==> config.mk <==
export PLATFORM = sky130hd
export DESIGN_NAME = data_upload
export DESIGN_NICKNAME = d
export VERILOG_FILES = /design/src/rtl/data_upload.sv
export SDC_FILE = /design/constraint.sdc
export NUM_CORES = 1
export LEC_CHECK = 0
export ABC_CLOCK_PERIOD_IN_PS = 2300
export BUFFER_PORTS_ARGS = -buffer_cell sky130_fd_sc_hd__buf_4
export CAP_MARGIN = 0
export CORE_MARGIN = 2
export CORE_UTILIZATION = 53
export CTS_BUF_LIST = sky130_fd_sc_hd__clkbuf_4
export DETAILED_ROUTE_END_ITERATION = 8
export PLACE_DENSITY = 0.77
export SKIP_LAST_GASP = 1
export SYNTH_ARGS = -nofsm -noshare
export SYNTH_HDL_FRONTEND = slang
export SYNTH_SLANG_ARGS = --single-unit
==> constraint.sdc <==
create_clock -name clk -period 2.3 [get_ports clk]
set_input_delay 0.115 -clock clk [delete_from_list [all_inputs] [get_ports clk]]
set_output_delay 0.115 -clock clk [all_outputs]
set_load 0.01 [all_outputs]
==> src/rtl/data_upload.sv <==
// data_upload: SPI slave that streams RAM bytes to the IO controller during an upload session.
// One byte is prefetched into a buffer so each SPI byte slot can be served without waiting on RAM.
module data_upload #(
    parameter logic [7:0] CMD_INDEX  = 8'h55,
    parameter logic [7:0] CMD_RX     = 8'h56,
    parameter logic [7:0] CMD_RX_DAT = 8'h57
) (
    input  logic        clk,
    input  logic        reset_n,
    input  logic        sck,
    input  logic        ss,
    input  logic        sdi,
    output logic        sdo,
    output logic        sdo_oe,
    output logic        uploading,
    output logic        underrun,
    output logic [4:0]  index,
    output logic        rd_req,
    input  logic        rd_ack,
    output logic [24:0] addr,
    input  logic [7:0]  din,
    output logic [24:0] byte_cnt
);
    logic [1:0]  sck_sy, ss_sy, sdi_sy;
    logic        sck_prev, buf_valid;
    logic [3:0]  cnt;
    logic [7:0]  cmd, buffer, shreg, rx_byte;
    logic [6:0]  sbuf;
    logic        sck_q, ss_q, sdi_q, rise, fall, start, stop, load;
    logic [24:0] base;

    always_comb begin
        sck_q   = sck_sy[1];
        ss_q    = ss_sy[1];
        sdi_q   = sdi_sy[1];
        rise    = !ss_q && sck_q && !sck_prev;
        fall    = !ss_q && !sck_q && sck_prev;
        rx_byte = {sbuf, sdi_q};
        start   = rise && cnt == 4'd15 && cmd == CMD_RX && sdi_q;
        stop    = rise && cnt == 4'd15 && cmd == CMD_RX && !sdi_q;
        load    = uploading && rise && ((cnt == 4'd7 && rx_byte == CMD_RX_DAT) ||
                                        (cnt == 4'd15 && cmd == CMD_RX_DAT));
        base    = index == 5'd1 ? 25'h200000 :
                  (index == 5'd2 || index == 5'd3) ? 25'h400000 : 25'h170000;
    end

    always_ff @(posedge clk or negedge reset_n) begin
        if (!reset_n) begin
            sck_sy    <= 2'b00;
            ss_sy     <= 2'b11;
            sdi_sy    <= 2'b00;
            sck_prev  <= 1'b0;
            cnt       <= 4'd0;
            cmd       <= 8'd0;
            sbuf      <= 7'd0;
            buffer    <= 8'd0;
            buf_valid <= 1'b0;
            shreg     <= 8'd0;
            sdo       <= 1'b0;
            sdo_oe    <= 1'b0;
            uploading <= 1'b0;
            underrun  <= 1'b0;
            index     <= 5'd0;
            rd_req    <= 1'b0;
            addr      <= 25'd0;
            byte_cnt  <= 25'd0;
        end else begin
            sck_sy   <= {sck_sy[0], sck};
            ss_sy    <= {ss_sy[0], ss};
            sdi_sy   <= {sdi_sy[0], sdi};
            sck_prev <= sck_q;
            // A read completing after (or as) the session stops is consumed but its data dropped
            if (rd_req && rd_ack) begin
                rd_req <= 1'b0;
                if (uploading && !stop) begin
                    buffer    <= din;
                    buf_valid <= 1'b1;
                    addr      <= addr + 25'd1;
                end
            end
            if (ss_q) begin
                cnt    <= 4'd0;
                sdo_oe <= 1'b0;
            end
            if (rise) begin
                sbuf <= rx_byte[6:0];
                cnt  <= cnt == 4'd15 ? 4'd8 : cnt + 4'd1;
                if (cnt == 4'd7) cmd <= rx_byte;
                if (cnt == 4'd15 && cmd == CMD_INDEX) index <= rx_byte[4:0];
            end
            if (fall) begin
                sdo   <= shreg[7];
                shreg <= {shreg[6:0], 1'b0};
            end
            if (stop) uploading <= 1'b0;
            if (start) begin
                addr      <= base;
                byte_cnt  <= 25'd0;
                underrun  <= 1'b0;
                buf_valid <= 1'b0;
                uploading <= 1'b1;
                rd_req    <= 1'b1;
            end
            if (load) begin
                sdo_oe <= 1'b1;
                if (buf_valid) begin
                    shreg     <= buffer;
                    buf_valid <= 1'b0;
                    byte_cnt  <= byte_cnt + 25'd1;
                    rd_req    <= 1'b1;
                end else begin
                    shreg    <= 8'hFF;
                    underrun <= 1'b1;
                end
            end
        end
    end
endmodule

### Word-level counts from Yosys, hierarchy flattened

Cells that the tools add are included.

* $add $sub $neg: 3
* eq/ne operators: 9
* multiplexer cells: 30
* reductions and logical operators: 32

Operator list (count)
* 25-bit two-way mux: 6
* 25-bit by 1-bit adder with 25-bit output, second input constant: 2
* 23-bit two-way mux: 2
* 8-bit by 7-bit == test with 1-bit output, second input constant: 4
* 8-bit two-way mux: 3
* 1-bit two-way mux: 16
* 1-bit logical AND: 15
* 4-bit two-way mux: 3
* 2-bit nonzero test: 6
* 5-bit by 2-bit == test with 1-bit output, second input constant: 2
* 2-bit AND reduction: 4
* 5-bit by 1-bit == test with 1-bit output, second input constant: 1
* 1-bit logical NOT: 5
* 4-bit by 1-bit adder with 4-bit output, second input constant: 1
* 4-bit by 3-bit == test with 1-bit output, second input constant: 1
* 4-bit == test, second input constant: 1
* 1-bit logical OR: 2

* bits in registers: 103
* input bits: 14
* output and inout port bits: 60
* word-level logic and storage cells: 92

### Logic depth before layout (Yosys ltp)

Gate-level depths: netlist of the first run.

* word-level depth: 13
* mapped depth: 8
* gate-level depth less buffers: 6

### Worst setup path after synthesis of the first run

No wires, ideal clock.

* path kind: reg2reg
* from: reg cnt[0]
* to: reg addr[24]
* library setup time: 0.078 ns
* data arrival time: 2.073 ns
* data required time: 2.222 ns
* setup slack: 0.150 ns
* stages on the path, launching flop included: 8
* buffers on the path: 1
* clock period less this slack: 2.150 ns
* cell sequence: dfrtp_1 > ha_1 > and3_1 > and4_4 > buf_6 > or4_4 > or3_1 > a21oi_1

* word-level cells in the longest chain between the ends: 8
* elaborated cells on any way between the ends: 11
* classes of those cells: 1 x eq/ne; 1 x mux; 9 x reduce/logical

Ends and longest elaborated chain
* start, declared: RTL line 26 `logic [3:0] cnt;`
* start signal, assigned: RTL line 87 `cnt <= cnt == 4'd15 ? 4'd8 : cnt + 4'd1;`
* 4-bit == test (*): RTL line 39, 40
* 1-bit logical AND (*) (2 in series): RTL line 39, 40
* 1-bit logical AND: RTL line 40 `stop = rise && cnt == 4'd15 && cmd == CMD_RX && !sdi_q;`
* 1-bit logical NOT: RTL line 75 `if (uploading && !stop) begin`
* 1-bit logical AND: RTL line 75
* 2-bit nonzero test (no source line)
* 2-bit AND reduction (no source line)
* end signal, assigned: RTL line 78 `addr <= addr + 25'd1;`
* end signal, assigned: RTL line 97 `addr <= base;`
* end, declared: RTL line 20 `output logic [24:0] addr,`

Every way passes the cells marked *; elsewhere a longest branch is shown, timed or not.
A chain may end at the register's enable or synchronous reset.

### Worst setup path in the final report of the first run

* from: reg cmd[5]
* to: reg buffer[3]

* word-level cells in the longest chain between the ends: 6

Ends and longest elaborated chain
* start, declared: RTL line 27 `logic [7:0] cmd, buffer, shreg, rx_byte;`
* start signal, assigned: RTL line 88 `if (cnt == 4'd7) cmd <= rx_byte;`
* 8-bit by 7-bit == test with 1-bit output: RTL line 40
* 1-bit logical AND (2 in series): RTL line 40
* 1-bit logical NOT: RTL line 75
* 1-bit logical AND: RTL line 75
* 2-bit AND reduction (no source line)
* end signal, assigned: RTL line 76 `buffer <= din;`
* end, declared: RTL line 27

Every way passes these cells.

==> results of run 1 <==
==> layout by cell type, fill, tap and decap left out, drive strengths merged, types with 10 or more instances in the layout <==
cell type,count
mux2,29
clkbuf,10
nor3,12
and3,12
nand4,20
dlygate4sd3,13
dfrtp,101
xor2,10
a21oi,11
mux2i,13
nand3,24
nand2,64
o21ai,16
nor2,28
inv,10
buf,91
o211ai,12
==> layer usage <==
metal | vias to the layer above | share of wire, %
met3 | 22 | 3.9
met4 | 0 | 1.9
met2 | 101 | 49
met5 | - | 0
li1 | 1896 | -
met1 | 1982 | 45
==> area by class of cell <==
class	instances	area (um2)	share of cell area [%]
flip-flops and latches	103	2580	43.4
multi-input cells	336	2210	37.1
repair buffers	104	826	13.9
well taps	111	139	2.33
clock inverters	6	91.3	1.54
clock buffers	10	75.1	1.26
inverters	8	30.0	0.505
==> worst paths after layout <==
check	startpoint	slack, ps	cells past startpoint	end
setup reg to reg	cmd[5]	150	6	buffer[3]
max in group asynchronous	reset_n	1450	3	addr[19]
hold / removal	reset_n	170	2	byte_cnt[6]
hold reg to reg	sck_sy[0]	370	0	sck_sy[1]
setup / recovery	cmd[5]	150	6	buffer[3]
min in group clk	sck	310	2	sck_sy[0]
==> cell usage after synthesis, types with 3 or more instances <==
master,instances
dfrtp_1,101
nand2_1,64
mux2_2,29
nor2_1,28
nand3_1,24
nand4_1,20
o21ai_0,14
mux2i_1,13
and3_1,12
clkbuf_1,12
nor3_1,12
o211ai_1,12
a21oi_1,11
xor2_1,10
and4_1,8
inv_1,8
nor3b_1,8
nor4_1,8
a31oi_1,7
o31ai_1,6
xnor2_1,5
nand2b_1,4
or3_1,4
and2_1,3
buf_2,3
ha_1,3
nor2b_1,3
==> what timing repair did <==
item,CTS,global route
hold buffers,13,0
endpoints found under the hold margin,51,0
buffers inserted,0,0
gates resized for setup,0,4
endpoints found under the setup margin,0,5
==> per-stage QoR <==
stage                     instances  power, mW
after floorplan                 465       2.02
after global placement          649       2.10
after detailed placement        649       2.11
after CTS                       678       3.19
after global routing            678       3.28
final                           678       3.15
==> sequential cells by signal, summed over array words and instances, names as in the netlist <==
register / cells
addr: 25
buf_valid: 1
buffer: 8
byte_cnt: 25
cmd: 8
cnt: 4
index: 5
rd_req: 1
sbuf: 7
sck_prev: 1
sck_sy: 2
sdi_sy: 2
sdo: 1
sdo_oe: 1
shreg: 8
ss_sy: 2
underrun: 1
uploading: 1
==> power by group through the flow <==
stage / Combinational, mW / Sequential, mW / Clock, mW
2_1_floorplan: 0.0798 / 1.94 / 0
3_3_place_gp: 0.142 / 1.96 / 0
3_5_place_dp: 0.147 / 1.96 / 0
4_1_cts: 0.166 / 1.93 / 1.10
5_1_grt: 0.180 / 1.94 / 1.16
6_report: 0.160 / 1.93 / 1.06
==> cell families (layout without fill, tap and decap cells) <==
group,Yosys count,count (layout),synth area share [%]
and+or+nand+nor,212,212,23.5
xor gates and xnor gates,15,15,2.69
buffers and inverters,26,128,2.25
adders and majority gates,3,3,0.769
DFF,103,103,52.8
muxes,42,42,9.35
AOI/OAI and AO/OA,64,64,8.66
==> worst max-delay path, cell delays in order, from the launching register on <==
cell,delay [ps]
dfrtp_1,400
nor4bb_1,420
buf_4,230
nand4_1,270
o21ai_2,200
buf_4,200
mux2_2,350
==> PnR_summary.wiki, run 1 <==
{| class="wikitable"
! Metric !! Value
|-
| Outcome || finished clean
|-
| Cell row count || 35
|-
| Area growth, synth to finish || 21.8%
|-
| Post-route fraction of the period consumed by the critical path || 93.7%
|-
| Post-route standard cell area excluding fillers || 5950 um2
|-
| CTS buffer count || 9
|-
| Switching part of the total || a little under a quarter
|-
| Worst slack at placement || 123 ps
|-
| Peak-usage layer in the global routing report || met2
|-
| Final worst path period need || 2150 ps
|-
| Fraction of final layout cells sized beyond drive strength 1 || 26.8%
|-
| Routing usage on met2 || a little over a third
|-
| Summed negative setup slack over all endpoints || 0 ps
|-
| Max Clock Freq || 0.464 GHz
|-
| Setup ws final || 145 ps
|-
| Net load switching power || 0.728 mW
|-
| Instance area at placement || between 5000 and 6000 um2
|-
| Worst Hold Slack || 172 ps
|-
| Max-slew violations || 0
|-
| Area inside the core boundary || 9110 um2
|-
| Post-Route Utilization || between 60 and 70%
|-
| Clock transition at path regs || 160 ps
|-
| Commonest register cell after synthesis || dfrtp_1
|-
| Effective utilization at floorplan || 53.6%
|-
| Count of max-cap constraint violations || 0
|-
| Area of the die || 10000 um2
|-
| Cell leakage power || 2.69 nW
|-
| Total number of vias || 4001
|-
| Portion of total power attributed to the clock network || 33.7%
|-
| Io pins || 74
|-
| Post-synthesis instance area || 4880 um2
|-
| Setup repair after global routing missed its margin || no
|-
| Wire length reported by the detailed router || 10700 um
|-
| Tightest Pin Transition || 764 ps
|-
| Root buf cell || clkbuf_4
|-
| Final global-route overflow total || 0
|-
| Kind of launch point of the worst setup path || flop
|-
| Area share of the largest cell type after synthesis || 51.7%
|-
| Height of the die || roughly 100 um
|-
| Number of synthesized flops with an enable pin || 0
|-
| Residual DRC || 0
|-
| Combinational share of power || 5.1%
|-
| Part of the power in registers || 61.2%
|-
| Fraction of registers with async set/reset || 100%
|-
| Fraction of met3 tracks used by global routing || 3.41%
|-
| Count of TritonRoute iterations in the first routing pass || 5
|-
| Worst clock skew || 21.7 ps
|-
| Data arrival time at the worst-slack endpoint || 2510 ps
|-
| Total number of clock tree sinks || around 100
|-
| Internal power consumption || 2.42 mW
|-
| GPL Wtd Cong || 0.882
|-
| Vias in the first global route || 3710
|-
| Peak supply drop || roughly 0.30 mV
|-
| FF+latch count, synth || 103
|-
| Post-DP HPWL || 7610 um
|-
| Endpoint type of the worst setup path || flop
|-
| Detailed-route wire length per cell || 15.7 um
|-
| Yosys warning count || 0
|-
| Top fanout value on the critical path || 9
|-
| Number of filler cells placed in the layout || 732
|-
| Per-cell via count in the routed design || around 5.9
|-
| Initial antenna violation count || 0
|-
| Iter 0 DRT Violations || 232
|-
| Antenna Violating Nets Remaining || 0
|-
| Skew-Pair Late Insertion Delay || 460 ps
|-
| Total nets after synthesis || 482
|-
| Number of standard cells after synthesis || about 470
|-
| Count of different cell masters after synthesis || between 50 and 60
|-
| Final setup violating endpoints || 0
|-
| Power Density || 529 nW/um2
|-
| Largest cells by area after synthesis || dfrtp_1 52%, mux2_2 6.7%, nand2_1 4.9%
|-
| Startpoint-to-endpoint class of the critical path || reg -> reg
|-
| Hold violation count in the final report || 0
|-
| Overall die width || approximately 100 um
|-
| Average instance area after synthesis || 10.5 um2
|-
| Maximum number of pins on one net before global-route repair || 44
|-
| Relative max-transition margin || 48.8%
|-
| Overall fraction of global-route tracks in use || 22.2%
|-
| CTS tree || done
|-
| Required time at the worst-slack endpoint || 2660 ps
|-
| Wire length of the first global-routing pass || 17700 um
|-
| Final nets || 579
|-
| Count of buffers inserted at the top-level ports || 73
|-
| N_diodes || 0
|-
| Register area share after synthesis || 52.8%
|-
| Hold crit path type || in -> async
|-
| H-tree Lvls || 3
|-
| Post-synth top area cell || dfrtp_1
|-
| Fraction of met1 tracks used by global routing || 31.0%
|-
| Buffer levels on the longest clock path || 2
|}
Note: power is estimated with default switching activity, not from simulation.
==> run 2: changes to the inputs <==
--- a/config.mk
+++ b/config.mk
@@ -8,6 +8,7 @@
 export ABC_CLOCK_PERIOD_IN_PS = 2300
 export BUFFER_PORTS_ARGS = -buffer_cell sky130_fd_sc_hd__buf_4
 export CAP_MARGIN = 0
+export CORE_ASPECT_RATIO = 1.2
 export CORE_MARGIN = 2
 export CORE_UTILIZATION = 53
 export CTS_BUF_LIST = sky130_fd_sc_hd__clkbuf_4
==> PnR_summary.wiki, run 2 (synthesis results as in run 1) <==
{| class="wikitable"
! Metric !! Value
|-
| Outcome || finished clean
|-
| Largest registers || addr (25), byte_cnt (25)
|-
| Count of TritonRoute iterations in the first routing pass || 5 (unchanged)
|-
| Endpoint type of the worst setup path || flop
|-
| Count of max-cap constraint violations || 0 (unchanged)
|-
| Post-route fraction of the period consumed by the critical path || 94.3% (+0.60 points)
|-
| Tightest Pin Transition || 597 ps (-167 ps)
|-
| Initial antenna violation count || 0 (unchanged)
|-
| Antenna Violating Nets Remaining || 0 (unchanged)
|-
| Kind of launch point of the worst setup path || flop
|-
| Post-DP HPWL || 7780 um (+2.3%)
|-
| Height of the die || 109 um (+9.2%)
|-
| Effective utilization at floorplan || 54.4% (+0.73 points)
|-
| Hold violation count in the final report || 0 (unchanged)
|-
| Worst clock skew || 19.0 ps (-2.74 ps)
|-
| Data arrival time at the worst-slack endpoint || 2570 ps (+60 ps)
|-
| Overall power after layout || 2.94 mW (-6.7%)
|-
| Skew-Pair Late Insertion Delay || 470 ps (about the same)
|-
| Startpoint-to-endpoint class of the critical path || reg -> reg
|-
| Fin cells || 691 (+1.9%)
|-
| Vias in the first global route || 3740 (+0.81%)
|-
| Total number of vias || 3986 (-0.37%)
|-
| Worst slack at placement || 148 ps (+25.3 ps)
|-
| Area inside the core boundary || 8990 um2 (-1.3%)
|-
| Most used cells in the layout excluding fill and tap cells || 101 x dfrtp_1, 95 x buf_4, 64 x nand2_1
|-
| Residual DRC || 0 (unchanged)
|-
| Relative max-transition margin || 60.0% (+11 points)
|-
| Total number of clock tree sinks || 103 (unchanged)
|-
| Fraction of met1 tracks used by global routing || 28.8% (-2.2 points)
|-
| Peak supply drop || 0.437 mV (+45%)
|-
| Area growth, synth to finish || 21.4%
|-
| Max Clock Freq || 0.461 GHz (-0.64%)
|-
| Clock transition at path regs || 160 ps (about the same)
|-
| Wire length reported by the detailed router || 10800 um (+1.6%)
|-
| Reg-to-reg slack, setup || 130 ps (about the same)
|-
| Final setup violating endpoints || 0 (unchanged)
|-
| Top fanout value on the critical path || 6 (-3)
|-
| N_diodes || 0 (unchanged)
|-
| Overall die width || 91.6 um (-8.4%)
|-
| Overall fraction of global-route tracks in use || 22.6% (+0.33 points)
|-
| Power Density || 495 nW/um2 (-6.4%)
|-
| Io pins || 74 (unchanged)
|-
| Setup ws final || 131 ps (-13.8 ps)
|-
| Maximum number of pins on one net before global-route repair || 43 (-2.3%)
|-
| Per-cell via count in the routed design || 5.77 (-2.2%)
|-
| Worst flop-to-flop path startpoint || cnt[0]
|-
| CTS buffer count || 9 (unchanged)
|-
| H-tree Lvls || 3 (unchanged)
|-
| Root buf cell || clkbuf_4
|-
| Final worst path period need || 2170 ps (+13.8 ps)
|-
| Area of the die || 10000 um2 (about the same)
|-
| Count of buffers inserted at the top-level ports || 73 (unchanged)
|-
| Required time at the worst-slack endpoint || 2700 ps (+40 ps)
|-
| CTS tree || done
|-
| Final global-route overflow total || 0 (unchanged)
|-
| Final nets || 583 (+0.69%)
|-
| Routing usage on met2 || 37.9% (+3.1 points)
|-
| Cell row count || 38 (+8.6%)
|-
| Worst Hold Slack || 147 ps (-25.2 ps)
|-
| Fraction of final layout cells sized beyond drive strength 1 || 27.0% (+0.16 points)
|-
| Buffer levels on the longest clock path || 2 (unchanged)
|-
| Capture instance of the worst register-to-register path || addr[24]
|-
| Cell leakage power || 2.67 nW (-0.62%)
|-
| GPL Wtd Cong || 0.878 (-0.49%)
|-
| Iter 0 DRT Violations || 224 (-3.4%)
|-
| Number of filler cells placed in the layout || 717 (-2.0%)
|-
| DP Cell Count || 660 (+1.7%)
|-
| Most common cell after layout, fill and taps aside || dfrtp_1
|-
| Cell count of the worst reg-to-reg path || 6 (unchanged)
|-
| Fraction of met3 tracks used by global routing || 4.98% (+1.6 points)
|-
| Hold crit path type || in -> async
|-
| Setup repair after global routing missed its margin || yes
|-
| Peak-usage layer in the global routing report || met2
|-
| Post-Route Utilization || 66.0% (+0.67 points)
|-
| Max-slew violations || 0 (unchanged)
|-
| Detailed-route wire length per cell || 15.7 um (-0.35%)
|-
| Wire length of the first global-routing pass || 17800 um (+0.66%)
|}
[run 2: per-stage QoR]
| stage | instance area [um2] | setup TNS, ps |
|---|---|---|
| floorplan | 4880 | 0 |
| CTS | 5910 | 0 |
| finish | 5930 | 0 |
| global placement | 5650 | 0 |
| global route | 5930 | -10.9 |
| detailed placement | 5650 | 0 |
[run 2: where the power goes]
| group | switching, mW | total (mW) | leakage, nW | internal (mW) |
|---|---|---|---|---|
| clock | 0.616 | 0.847 | 0.0629 | 0.231 |
| combinational | 0.0710 | 0.160 | 1.22 | 0.0894 |
| sequential | 0.0596 | 1.93 | 1.39 | 1.87 |
[run 2: area by class of cell]
cell class	count	area (um2)	area share (%)
timing repair buffer	108	843	14.2
multi-input combinational	336	2200	37.2
clock inverter	7	55.1	0.928
tap	120	150	2.53
clock buffer	9	67.6	1.14
inverter	8	30.0	0.506
sequential	103	2580	43.5
[run 2: worst max-delay path by stage]
stage / start / to
floorplan: cnt[0] / addr[24]
global placement: cnt[0] / addr[24]
detailed placement: cnt[0] / addr[24]
CTS: cnt[0] / addr[24]
global route: cmd[5] / byte_cnt[4]
finish: cnt[0] / addr[24]
[run 2: critical path, stage by stage (launching register included)]
cell and delay, ps:
dfrtp_1 440, ha_2 220, and3_1 220, and4_4 180
or4_4 520, or3_1 360, a21oi_1 150
[run 2: what timing repair did]
item                                    in CTS  in global routing
gates resized for setup                      0                  2
buffers inserted                             0                  2
endpoints found under the setup margin       0                  3
hold buffers                                13                  0
endpoints found under the hold margin       51                  0
[run 2: metal layers]
metal	routed length [um]	up-vias	share of wire, %
met5	0	-	0
met4	193	0	1.8
met3	468	18	4.3
met2	5570	97	51
met1	4590	1965	42
li1	-	1906	-
